==> config.mk <==
export PLATFORM = sky130hd
export DESIGN_NAME = writeback_stage
export DESIGN_NICKNAME = d
export VERILOG_FILES = /design/src/rtl/riscv_pkg.sv /design/src/rtl/writeback_stage_load_align.sv /design/src/rtl/writeback_stage.sv
export SDC_FILE = /design/constraint.sdc
export NUM_CORES = 1
export LEC_CHECK = 0
export BUFFER_PORTS_ARGS = -buffer_cell sky130_fd_sc_hd__buf_2
export CAP_MARGIN = 20
export CORE_ASPECT_RATIO = 0.6
export CORE_MARGIN = 2
export CORE_UTILIZATION = 54
export DETAILED_ROUTE_END_ITERATION = 12
export HOLD_SLACK_MARGIN = 0.02
export PLACE_DENSITY = 0.85
export REMOVE_ABC_BUFFERS = 1
export SLEW_MARGIN = 20
export SYNTH_ARGS = -nofsm -noshare
export SYNTH_HDL_FRONTEND = slang
export SYNTH_SLANG_ARGS = --single-unit
export TNS_END_PERCENT = 5
==> constraint.sdc <==
create_clock -name clk_i -period 3.5 [get_ports clk_i]
set_input_delay 0.35 -clock clk_i [delete_from_list [all_inputs] [get_ports clk_i]]
set_output_delay 0.35 -clock clk_i [all_outputs]
set_load 0.02 [all_outputs]
==> src/rtl/riscv_pkg.sv <==
// Shared RISC-V core types: operations, register-file write port and
// write-back stage state.
package riscv_pkg;

    localparam int unsigned XLEN = 32;

    typedef enum logic [4:0] {
        OP_NOP,
        OP_ADD,
        OP_ADDI,
        OP_SUB,
        OP_AND,
        OP_OR,
        OP_XOR,
        OP_LUI,
        OP_JAL,
        OP_JALR,
        OP_BEQ,
        OP_BNE,
        OP_LB,
        OP_LH,
        OP_LW,
        OP_LBU,
        OP_LHU,
        OP_SB,
        OP_SH,
        OP_SW
    } operation_e;

    typedef struct packed {
        logic            valid;
        logic [4:0]      addr;
        logic [XLEN-1:0] data;
    } rd_port_t;

    typedef enum logic [0:0] {
        WB_IDLE      = 1'b0,
        WB_LOAD_WAIT = 1'b1
    } wb_state_e;

    function automatic logic is_load(input operation_e op);
        return (op == OP_LB) || (op == OP_LH) || (op == OP_LW) ||
               (op == OP_LBU) || (op == OP_LHU);
    endfunction

endpackage

==> src/rtl/writeback_stage_load_align.sv <==
// Load data alignment: selects the addressed byte/half from a raw memory word,
// sign/zero extends it, and flags misaligned halfword/word accesses.
module wb_load_align
    import riscv_pkg::*;
(
    input  operation_e      op_i,
    input  logic [1:0]      off_i,
    input  logic [XLEN-1:0] rdata_i,
    output logic [XLEN-1:0] data_o,
    output logic            misaligned_o
);

    logic [7:0]  byte_sel;
    logic [15:0] half_sel;

    always_comb begin
        case (off_i)
            2'd0:    byte_sel = rdata_i[7:0];
            2'd1:    byte_sel = rdata_i[15:8];
            2'd2:    byte_sel = rdata_i[23:16];
            default: byte_sel = rdata_i[31:24];
        endcase
        half_sel = off_i[1] ? rdata_i[31:16] : rdata_i[15:0];
    end

    always_comb begin
        data_o       = rdata_i;
        misaligned_o = 1'b0;
        case (op_i)
            OP_LB:  data_o = {{24{byte_sel[7]}}, byte_sel};
            OP_LBU: data_o = {24'd0, byte_sel};
            OP_LH: begin
                data_o       = {{16{half_sel[15]}}, half_sel};
                misaligned_o = off_i[0];
            end
            OP_LHU: begin
                data_o       = {16'd0, half_sel};
                misaligned_o = off_i[0];
            end
            OP_LW:   misaligned_o = (off_i != 2'd0);
            default: data_o = rdata_i;
        endcase
    end

endmodule

==> src/rtl/writeback_stage.sv <==
// Final pipeline stage: retires instructions, completes loads from data memory
// and drives the register-file write port and retired-instruction counter.
module writeback_stage
    import riscv_pkg::*;
#(
    parameter int unsigned LOAD_TIMEOUT = 16,
    parameter int unsigned INSTRET_W    = 64
) (
    input  logic                 clk_i,
    input  logic                 rstn_i,
    input  logic                 valid_i,
    output logic                 ready_o,
    input  logic [XLEN-1:0]      pc_i,
    input  operation_e           operation_i,
    input  logic [4:0]           rd_addr_i,
    input  logic                 rd_wrt_ena_i,
    input  logic [XLEN-1:0]      result_i,
    input  logic                 dmem_rvalid_i,
    input  logic [XLEN-1:0]      dmem_rdata_i,
    output rd_port_t             rd_port_o,
    output logic                 load_err_o,
    output logic [INSTRET_W-1:0] instret_o
);

    localparam logic [7:0] TIMEOUT_LAST = 8'(LOAD_TIMEOUT - 1);

    wb_state_e            state_q, state_d;
    logic [7:0]           cnt_q, cnt_d;
    rd_port_t             rd_port_q, rd_port_d;
    logic                 load_err_q, load_err_d;
    logic [INSTRET_W-1:0] instret_q, instret_d;

    operation_e           ld_op_q, ld_op_d;
    logic [4:0]           ld_rd_q, ld_rd_d;
    logic [1:0]           ld_off_q, ld_off_d;

    operation_e           align_op;
    logic [1:0]           align_off;
    logic [XLEN-1:0]      align_data;
    logic                 align_misaligned;
    logic                 accept;

    // The PC travels with the instruction for debug visibility only.
    logic unused_pc;
    assign unused_pc = ^pc_i;

    assign ready_o = (state_q == WB_IDLE);
    assign accept  = valid_i && ready_o;

    // In IDLE the aligner checks the incoming load; while waiting it formats the response.
    assign align_op  = (state_q == WB_IDLE) ? operation_i : ld_op_q;
    assign align_off = (state_q == WB_IDLE) ? result_i[1:0] : ld_off_q;

    wb_load_align u_align (
        .op_i         (align_op),
        .off_i        (align_off),
        .rdata_i      (dmem_rdata_i),
        .data_o       (align_data),
        .misaligned_o (align_misaligned)
    );

    always_comb begin
        state_d         = state_q;
        cnt_d           = cnt_q;
        rd_port_d       = rd_port_q;
        rd_port_d.valid = 1'b0;
        load_err_d      = 1'b0;
        instret_d       = instret_q;
        ld_op_d         = ld_op_q;
        ld_rd_d         = ld_rd_q;
        ld_off_d        = ld_off_q;

        case (state_q)
            WB_IDLE: begin
                if (accept) begin
                    if (is_load(operation_i)) begin
                        ld_op_d  = operation_i;
                        ld_rd_d  = rd_addr_i;
                        ld_off_d = result_i[1:0];
                        if (align_misaligned) begin
                            load_err_d = 1'b1;
                            instret_d  = instret_q + INSTRET_W'(1);
                        end else begin
                            state_d = WB_LOAD_WAIT;
                            cnt_d   = 8'd0;
                        end
                    end else begin
                        instret_d = instret_q + INSTRET_W'(1);
                        if (rd_wrt_ena_i && (rd_addr_i != 5'd0)) begin
                            rd_port_d = '{valid: 1'b1, addr: rd_addr_i, data: result_i};
                        end
                    end
                end
            end
            WB_LOAD_WAIT: begin
                // A response arriving on the final allowed cycle still completes the load.
                if (dmem_rvalid_i) begin
                    state_d   = WB_IDLE;
                    instret_d = instret_q + INSTRET_W'(1);
                    if (ld_rd_q != 5'd0) begin
                        rd_port_d = '{valid: 1'b1, addr: ld_rd_q, data: align_data};
                    end
                end else if (cnt_q == TIMEOUT_LAST) begin
                    state_d    = WB_IDLE;
                    load_err_d = 1'b1;
                    instret_d  = instret_q + INSTRET_W'(1);
                end else begin
                    cnt_d = cnt_q + 8'd1;
                end
            end
            default: state_d = WB_IDLE;
        endcase
    end

    always_ff @(posedge clk_i or negedge rstn_i) begin
        if (!rstn_i) begin
            state_q    <= WB_IDLE;
            cnt_q      <= 8'd0;
            rd_port_q  <= '0;
            load_err_q <= 1'b0;
            instret_q  <= '0;
        end else begin
            state_q    <= state_d;
            cnt_q      <= cnt_d;
            rd_port_q  <= rd_port_d;
            load_err_q <= load_err_d;
            instret_q  <= instret_d;
        end
    end

    // Load capture registers are only meaningful in LOAD_WAIT, so they carry no reset.
    always_ff @(posedge clk_i) begin
        ld_op_q  <= ld_op_d;
        ld_rd_q  <= ld_rd_d;
        ld_off_q <= ld_off_d;
    end

    assign rd_port_o  = rd_port_q;
    assign load_err_o = load_err_q;
    assign instret_o  = instret_q;

endmodule

### After elaboration in Yosys (flattened, before gate mapping)

Cells that the tools add are included.

| operators by class | value |
|---|---|
| add/subtract/negate cells | 2 |
| eq/ne operators | 24 |
| mux-type cells | 36 |
| bitwise logic cells | 1 |
| reductions and logical operators | 15 |

Operators with widths:

| kind | count |
|---|---|
| two-way mux 64 bit | 5 |
| two-way mux 38 bit | 5 |
| case mux 32 bit (4 select lines) | 1 |
| case mux 64 bit (2 select lines) | 1 |
| case mux 38 bit (2 select lines) | 1 |
| adder 64 x 1 -> 64 bit, second input constant | 1 |
| equality test 5 x 4 -> 1 bit, second input constant | 8 |
| two-way mux 8 bit | 5 |
| case mux 8 bit (3 select lines) | 1 |
| two-way mux 16 bit | 1 |
| case mux 8 bit (2 select lines) | 1 |
| equality test 5 bit, second input constant | 2 |
| two-way mux 1 bit | 10 |
| inequality test 2 bit, second input constant | 5 |
| AND reduction 5 bit | 2 |
| nonzero test 5 bit | 2 |
| adder 8 x 1 -> 8 bit, second input constant | 1 |
| equality test 8 x 4 -> 1 bit, second input constant | 1 |
| inequality test 2 x 1 -> 1 bit, second input constant | 4 |
| case mux 1 bit (2 select lines) | 3 |
| AND reduction 3 bit | 2 |
| two-way mux 5 bit | 1 |
| logical OR 1 bit | 4 |
| inequality test 3 x 2 -> 1 bit, second input constant | 1 |
| 9 further kinds | 10 |

| word-level totals | value |
|---|---|
| register bits | 124 |
| input port bits | 111 |
| word-level logic and storage cells | 88 |

### Logic depth before layout (Yosys ltp)

Gate-level depths: netlist of the first run.

| logic depth | value |
|---|---|
| depth after elaboration | 8 |
| depth in mapped cells | 9 |

### Hierarchy

From an unflattened synthesis of the first run, not the netlist that was laid out.

| second synthesis, totals | value |
|---|---|
| cell total of the unflattened synthesis | 604 |
| area total of the unflattened synthesis | 6814.0 sq um |

Modules (own cells, without submodules):

| module | instances | cells each | area an instance (sq um) |
|---|---|---|---|
| writeback_stage | 1 | 509 | 5964.5 |
| wb_load_align | 1 | 95 | 849.6 |

### Least setup slack after synthesis of the first run

No wires, ideal clock.

| timing | value |
|---|---|
| kind | input to register |
| start | input port operation_i[0] |
| end | register cnt_q[0] |
| arrival | 2.430 ns |
| data required time | 3.373 ns |
| slack | 0.943 ns |
| stages | 6 |
| buffers on the path | 0 |
| cells stage by stage | or4b_1 -> o22a_1 -> nor2b_1 -> nor3b_2 -> or2_2 -> mux2i_1 |

| between the ends | value |
|---|---|
| longest elaborated chain between the ends | 7 |
| elaborated cells on any way between the ends | 18 |

Ends and longest elaborated chain:

| item | RTL line | source |
|---|---|---|
| start: declaration | writeback_stage.sv:14 | `input operation_e operation_i,` |
| branches (longest 6 deep; another with two-way mux 5 bit) | n/a |  |
| AND reduction 5 bit (no line) (*) | n/a |  |
| end signal: assignment | writeback_stage.sv:124 | `cnt_q <= cnt_d;` |
| end: declaration | writeback_stage.sv:28 | `logic [7:0] cnt_q, cnt_d;` |

Mark *: on every way between the ends.
A chain may end at the register's enable or synchronous reset.

### Worst setup path after layout of the first run

| timing | value |
|---|---|
| start | register state_q |
| end | register instret_q[37] (netlist: instret_o[37]) |

| between the ends | value |
|---|---|
| longest elaborated chain between the ends | 6 |
| elaborated cells on any way between the ends | 15 |

Ends and longest elaborated chain:

| item | RTL line | source |
|---|---|---|
| start: declaration | writeback_stage.sv:27 | `wb_state_e state_q, state_d;` |
| start signal: assignment | writeback_stage.sv:123 | `state_q <= state_d;` |
| two-way mux 5 bit | writeback_stage.sv:51 | `assign align_op = (state_q == WB_IDLE) ? operation_i : ld_op_q;` |
| equality test 5 x 4 -> 1 bit or equality test 5 bit (tied branches) | writeback_stage_load_align.sv:29 | `case (op_i)` |
| OR reduction 2 bit (no line) | n/a |  |
| case mux 1 bit (2 select lines) | writeback_stage_load_align.sv:29 |  |
| inequality test 3 bit (no line) | n/a |  |
| AND reduction 3 bit (no line) | n/a |  |
| end signal: assignment | writeback_stage.sv:127 | `instret_q <= instret_d;` |
| end: declaration | writeback_stage.sv:31 | `logic [INSTRET_W-1:0] instret_q, instret_d;` |

Parallel ways exist; a longest one is shown, timed or not.

==> reports/metrics.yaml, run 1 <==
drive_gt1_frac: 0.3036
rsz0062_at_grt: "false"
port_buffers: 182
post-route-drc-count: 0
cts_tree: "done"
drt_iter0_markers: 735
h-tree-depth: 4
ctsResizeCount: 0
post_cts_buffers: 0
crit_fanout: 12
grt_first_pass_wirelength_mm: 27.72
die_w_um: 142.5
setup_violations: 0
wl_per_cell_um: 18.57
cts_max_path_buffers: 2
reg2reg_depth: 8
via_per_inst: 6.078
postSynth.asyncResetShare: 0.9032
path_clk_slew_ps: 60
period_minus_slack_ps: 3227
area_delta_synth_final_pct: 27.56
grt_pass1_vias: 5344
r2r_setup_slack_ps: 270
clk_latency_ps: 420
leakagePower_nw: 3.769
endpoint: "instret_o[37]"
status: "finished clean"
cpMostUsedCell: "buf_4"
first_pass_iters: 8
cp.depth: 8
multi_input_area_sq_mm: 0.002913
tns_ps: 0
ys_seq_elements: 124
seq_area_frac_synth: 0.5093
synthSimpleGateAreaFrac: 0.2190
power-per-cell-area_mw_per_mm2: 546.5
synth_top_family_by_area: "simple AND/OR/NAND/NOR gates"
syn_inst: 601
crit_path_end_kind: "flop"
fill_cells: 776
final_cell_mix: "181 x buf_2, 112 x dfrtp_1, 84 x nand2_1, 65 x nor2_1, 57 x xnor2_1"
die_area_sq_mm: 0.01240
regArea_sq_mm: 0.003163
synthXorXnorAreaFrac: 0.1001
rows: 30
fin_crit_sh: 0.9219
start_util: 0.5516
final_common_cell: "buf_2"
grt_max_degree: 62
yosys-mux-area-fraction: 0.03042
vdd_drop_max_mv: 0.4834
cts_num_sinks: 124
hold_viol: 0
critPathMaxStageDelay_ps: 540
gr-usage-all-layers: 0.2889
vias: 5792
crit_path_cell_trace: "buf_4, nor4bb_1, o21ai_0, a211o_1, a211oi_2, buf_4, and4_1, xor2_1"
cpMaxStageDelayCell: "nor4bb_1"
fin_total_pwr_w: 0.004330
path_buf_inv: 2
final_nets: 907
core_region_area_sq_mm: 0.01126
cts_made_buffers: 17
slew_headroom: 0.2414
clockRootBuffer: "clkbuf_16"
ys_warn_count: 0
synthAdderAreaFrac: 0.004029
slew_viol_final: 0
cap_viol_max_count: 0
r2r-start: "state_q"
hp-class: "primary input to flop"
synth_compound_area_frac: 0.1142
antenna_found_initial: 2
startpoint: "state_q"
tightest_slew_ps: 1130
timing.rr.end: "instret_o[37]"
ctsHoldBuffers: 1
required_ps: 3830
start_kind: "flop"
hold_start: "result_i[21]"
synthFlopType: "dfrtp_1"
skew_ps: 9.739
worst-setup-path-type: "flop to flop"
timing.hold.ws_ps: 141.8
synth_cell_types: 64
path_delay_family: "compound AO/OA/AOI/OAI gates"
dp_hpwl_mm: 12.65
drt.antenna.violating_nets: 0
clock.fmax_mhz: 309.9
synth_area_sq_mm: 0.006211
routed_wl_mm: 17.70
place_congestion: 0.9151
die_height_um: 87.07
synth_edf_count: 12
gr-total-overflow: 0
io_pins: 215
arrival_ps: 3560
avgSynthCellArea_sq_um: 10.33
[worst min-delay path: stages]
cell and delay, ps:
buf_2 70, nand2_1 40, o221ai_1 60
[flip-flops by register name, summed over array words and instances (netlist names)]
register    cells
load_err_o      1
cnt_q           8
instret_o      64
state_q         1
ld_op_q         5
ld_off_q        2
ld_rd_q         5
rd_port_o      38
[per-stage QoR]
stage,util,instances,instance area [sq um],setup WS [ps]
after CTS,0.7031,951,7918,377.6
after floorplan,-,576,6091,276.1
final,0.7036,953,7923,273.4
after global placement,0.6504,918,7325,612.8
after global routing,0.7033,952,7920,115.0
after detailed placement,0.6504,918,7325,458.4
[logic make-up after synthesis]
kind of cell / count (synthesis)
AOI/OAI and AO/OA: 85
DFF: 124
buffers and inverters: 31
xor gates and xnor gates: 71
muxes: 17
and+or+nand+nor: 271
adders and majority gates: 2
[cell usage after synthesis, types with 2 or more instances]
cell         n  area [sq um]
o21ai_0      7         35.03
xor2_1      14         122.6
o221ai_1    16         140.1
edfxtp_1    12         360.4
a32oi_1      5         43.79
o22ai_1      2         12.51
and2_1       4         25.02
a222oi_1     2         20.02
nand4_1     32         200.2
nor4b_1      2         17.52
nand2_1     84         315.3
nor2b_1      5         31.28
and3_1      10         62.56
xnor2_1     57         499.2
mux2i_1     13         130.1
clkbuf_1    16         60.06
nor3b_2      2         25.02
buf_2        6         30.03
nand4b_1     2         17.52
inv_1        6         22.52
nor4_1       3         18.77
nor2_1      65         244.0
or4_1        2         15.01
a21oi_1     13         65.06
nand3_1     28         140.1
ha_1         2         25.02
dfrtp_1    112          2803
a211oi_1     2         15.01
and4_1       7         61.31
nor3_1      12         60.06
buf_6        2         22.52
a221o_1     22         220.2
nand2b_1     2         12.51
o2111ai_1    2         17.52
[area by class of cell]
type	count	share of cell area
flip-flops and latches	124	0.3992
inverters	6	0.002843
well taps	144	0.02274
diodes	2	0.0006317
clock inverters	14	0.01816
repair buffers	199	0.1333
clock buffers	18	0.05543
multi-input cells	446	0.3677
[worst min-delay path by stage]
| stage | end | cells after the start | slack (ps) |
|---|---|---|---|
| 5_1_grt | ld_rd_q[4] | 1 | 130 |
| 3_3_place_gp | instret_o[11] | 1 | 420 |
| 4_1_cts | ld_rd_q[4] | 1 | 130 |
| 2_1_floorplan | cnt_q[0] | 0 | 50 |
| 6_report | rd_port_o[21] | 3 | 140 |
| 3_5_place_dp | instret_o[16] | 1 | 420 |
[where the power goes]
| group | leakage, nW | internal (W) | switching, W |
|---|---|---|---|
| combinational | 1.90 | 0.000318 | 0.000532 |
| clock | 0.282 | 0.00107 | 0.000662 |
| sequential | 1.59 | 0.00162 | 0.000135 |
| total | 3.77 | 0.00300 | 0.00133 |
[layer usage]
| layer | part of all wire | up-vias | track usage |
|---|---|---|---|
| met2 | 0.45 | 327 | 0.4178 |
| met1 | 0.43 | 2834 | 0.4175 |
| li1 | - | 2590 | - |
| met3 | 0.093 | 41 | 0.07697 |
| met5 | 0 | - | 0 |
| met4 | 0.021 | 0 | 0.1143 |
No activity file was read; power rests on OpenSTA's default activity.
==> run 2: changes to the inputs <==
--- a/config.mk
+++ b/config.mk
@@ -5,14 +5,15 @@
 export SDC_FILE = /design/constraint.sdc
 export NUM_CORES = 1
 export LEC_CHECK = 0
+export ABC_AREA = 1
 export BUFFER_PORTS_ARGS = -buffer_cell sky130_fd_sc_hd__buf_2
 export CAP_MARGIN = 20
 export CORE_ASPECT_RATIO = 0.6
 export CORE_MARGIN = 2
-export CORE_UTILIZATION = 54
+export CORE_UTILIZATION = 58
 export DETAILED_ROUTE_END_ITERATION = 12
 export HOLD_SLACK_MARGIN = 0.02
-export PLACE_DENSITY = 0.85
+export PLACE_DENSITY = 0.86
 export REMOVE_ABC_BUFFERS = 1
 export SLEW_MARGIN = 20
 export SYNTH_ARGS = -nofsm -noshare
==> reports/metrics.yaml, run 2 <==
status: "complete, but fails checks"  # was finished clean
violations: "hold timing"
worst_slack_ps: 646.8  # was 273.4 ps
ctsHoldBuffers: 0  # was 1
grt_pass1_vias: 8121  # was 5344
first_pass_iters: 8  # unchanged
core_region_area_sq_mm: 0.01383  # was 0.01126 sq mm
tightest_slew_ps: 760.6  # was 1130 ps
place_congestion: 1.054  # was 0.9151
path_clk_slew_ps: 60  # about the same
start_kind: "flop"  # unchanged
clockRootBuffer: "clkbuf_16"  # unchanged
area_delta_synth_final_pct: 18.86  # was 27.56%
final_nets: 1527  # was 907
crit_fanout: 64  # was 12
vdd_drop_max_mv: 0.3639  # was 0.4834 mV
ys_warn_count: 0  # unchanged
timing.hold.ws_ps: -45.81  # was 141.8 ps
cts_made_buffers: 17  # unchanged
avgSynthCellArea_sq_um: 6.694  # was 10.33 sq um
rsz0062_at_grt: "false"  # unchanged
p_seq_frac: 0.379  # was 0.405
design_area_sq_mm: 0.009913  # was 0.007923 sq mm
synthTopCellsByCount: "534 x nand2_1, 188 x nand3_1, 158 x nor2_1"  # was 112 x dfrtp_1, 84 x nand2_1, 65 x nor2_1
grt_first_pass_wirelength_mm: 42.99  # was 27.72 mm
period_minus_slack_ps: 2853  # was 3227 ps
start_util: 0.6030  # was 0.5516
met1_usage: 0.5598  # was 0.4175
internal_power_w: 0.003068  # was 0.003000 W
cts_tree: "done"  # unchanged
ys_seq_elements: 124  # unchanged
gr-total-overflow: 0  # unchanged
h-tree-depth: 4  # unchanged
post-place-ws_ps: 727.0  # was 458.4 ps
met2_usage: 0.4592  # was 0.4178
p_clk_frac: 0.409  # was 0.399
grt_max_degree: 82  # was 62
r2r-start: "state_q"  # unchanged
cts_max_path_buffers: 2  # unchanged
drt.antenna.violating_nets: 0  # unchanged
hold_viol: 27  # was 0
largest_reg_flops: 64  # unchanged
slew_headroom: 0.4929  # was 0.2414
met3_usage: 0.1205  # was 0.07697
post_cts_buffers: 0  # unchanged
post-synth-top-count-cell: "nand2_1"  # was dfrtp_1
postSynth.asyncResetShare: 0.9032  # unchanged
synth_edf_count: 12  # unchanged
fill_cells: 1184  # was 776
drive_gt1_frac: 0.1850  # was 0.3036
multi_input_area_sq_mm: 0.004602  # was 0.002913 sq mm
synth_cell_types: 32  # was 64
wl_per_cell_um: 16.59  # was 18.57 um
required_ps: 3800  # was 3830 ps
busiest_layer: "met1"  # was met2
crit_path_end_kind: "flop"  # unchanged
clk_latency_ps: 420  # about the same
skew_ps: 10.99  # was 9.739 ps
arrival_ps: 3150  # was 3560 ps
synth_area_sq_mm: 0.008340  # was 0.006211 sq mm
die_area_sq_mm: 0.01539  # was 0.01240 sq mm
dpl_cell_area_sq_mm: 0.009293  # was 0.007325 sq mm
vias: 8914  # was 5792
final_common_cell: "nand2_1"  # was buf_2
gr-usage-all-layers: 0.3538  # was 0.2889
pwr-share-comb: 0.212  # was 0.196
routed_wl_mm: 26.86  # was 17.70 mm
slew_viol_final: 0  # unchanged
timing.rr.end: "instret_o[9]"  # was instret_o[37]
synth.top_cell.area_share: 0.3360  # was 0.4512
post-route-drc-count: 0  # unchanged
cap_viol_max_count: 0  # unchanged
p_sw_w: 0.001473  # was 0.001330 W
cts_num_sinks: 124  # unchanged
worst-setup-path-type: "flop to flop"  # unchanged
synth_area_leaders: "dfrtp_1 34%, nand2_1 24%, nand3_1 11%"  # was dfrtp_1 45%, xnor2_1 8.0%, edfxtp_1 5.8%
syn_inst: 1246  # was 601
seq_area_frac_synth: 0.3792  # was 0.5093
power-per-cell-area_mw_per_mm2: 458.0  # was 546.5 mW/mm^2
die_w_um: 158.8  # was 142.5 um
swShare: 0.3244  # was 0.3071
regArea_sq_mm: 0.003163  # unchanged
rows: 33  # was 30
io_pins: 215  # unchanged
ctsResizeCount: 0  # unchanged
yosys.area.top_type: "dfrtp_1"  # unchanged
die_height_um: 96.89  # was 87.07 um
setup_violations: 0  # unchanged
leakagePower_nw: 5.113  # was 3.769 nW
antenna_found_initial: 0  # was 2
final_core_util: 0.7167  # was 0.7036
insertedDiodeCount: 0  # was 2
r2r_setup_slack_ps: 650  # was 270 ps
final_cell_mix: "534 x nand2_1, 188 x nand3_1, 181 x buf_2, 156 x nor2_1, 112 x dfrtp_1"  # was 181 x buf_2, 112 x dfrtp_1, 84 x nand2_1, 65 x nor2_1, 57 x xnor2_1
dp_hpwl_mm: 20.26  # was 12.65 mm
hp-class: "primary input to async pin"  # was primary input to flop
synthFlopType: "dfrtp_1"  # unchanged
reg2reg_depth: 12  # was 8
drt_iter0_markers: 1127  # was 735
via_per_inst: 5.506  # was 6.078
fin_crit_sh: 0.8152  # was 0.9219
clock.fmax_mhz: 350.5  # was 309.9 MHz
port_buffers: 182  # unchanged
run 2: cell types whose count changed in the layout (fill, tap and decap cells not counted), sizes merged, moves of 14 or more:
cell    before  now
a221o       22    0
inv          8   77
mux2i       14    0
nand2       84  547
nand3       28  203
nand4       32    4
nor2        65  164
o221ai      16    0
xnor2       57   36
run 2: worst max-delay path by stage:
stage	startpoint	to	slack, ps	depth (start not counted)
final	state_q	instret_o[9]	650	12
after global routing	state_q	instret_o[53]	440	12
after CTS	state_q	instret_o[15]	710	12
after detailed placement	state_q	instret_o[35]	730	12
after global placement	state_q	instret_o[33]	820	12
after floorplan	state_q	instret_o[33]	-1000	8
run 2: cells by family (layout without fill, tap and decap cells):
kind of cell | Yosys count | after routing | synth area share
compound gates | 12 | 12 | 0.008400
xor+xnor | 63 | 63 | 0.06616
fa+ha+maj | 2 | 2 | 0.003000
buf+inv | 120 | 301 | 0.07081
flops | 124 | 124 | 0.3792
simple gates | 925 | 925 | 0.4724
run 2: routing by layer:
| metal | vias to the layer above | share of wire |
|---|---|---|
| met3 | 30 | 0.14 |
| met4 | 0 | 0.011 |
| li1 | 4251 | - |
| met1 | 4108 | 0.47 |
| met5 | - | 0 |
| met2 | 525 | 0.38 |
run 2: final cells by class:
class / count / area share
clock buffer: 20 / 0.04607
clock inverter: 12 / 0.01616
inverter: 75 / 0.02865
multi-input combinational: 1002 / 0.4642
sequential: 124 / 0.3191
tap: 192 / 0.02423
timing repair buffer: 194 / 0.1016
run 2: critical path, stage by stage (launching register included):
cell and delay [ps]:
dfrtp_1 650, inv_4 360, nand2_1 110, nand2_2 130, nand2_1 100, nor2_4 180
nand2_2 130, nand2_4 200, nand2_4 100, nand3_4 90, nand2_4 390, nand2_1 200
nand2_1 70
run 2: power groups by stage:
stage | Sequential [W] | Combinational (W) | Clock [W]
floorplan | 0.00188 | 0.000429 | 0
global placement | 0.00174 | 0.000927 | 0
detailed placement | 0.00174 | 0.000957 | 0
CTS | 0.00172 | 0.000961 | 0.00186
global route | 0.00174 | 0.00105 | 0.00195
finish | 0.00172 | 0.000962 | 0.00186
run 2: stage by stage:
step | total power, W | std cells | setup TNS, ps | hold WS [ps]
after CTS | 0.004539 | 1619 | 0 | 147.6
after global routing | 0.004742 | 1619 | 0 | 22.97
after global placement | 0.002665 | 1587 | 0 | 459.7
after detailed placement | 0.002694 | 1587 | 0 | 460.3
after floorplan | 0.002312 | 1201 | -93250 | 54.41
final | 0.004541 | 1619 | 0 | -45.81
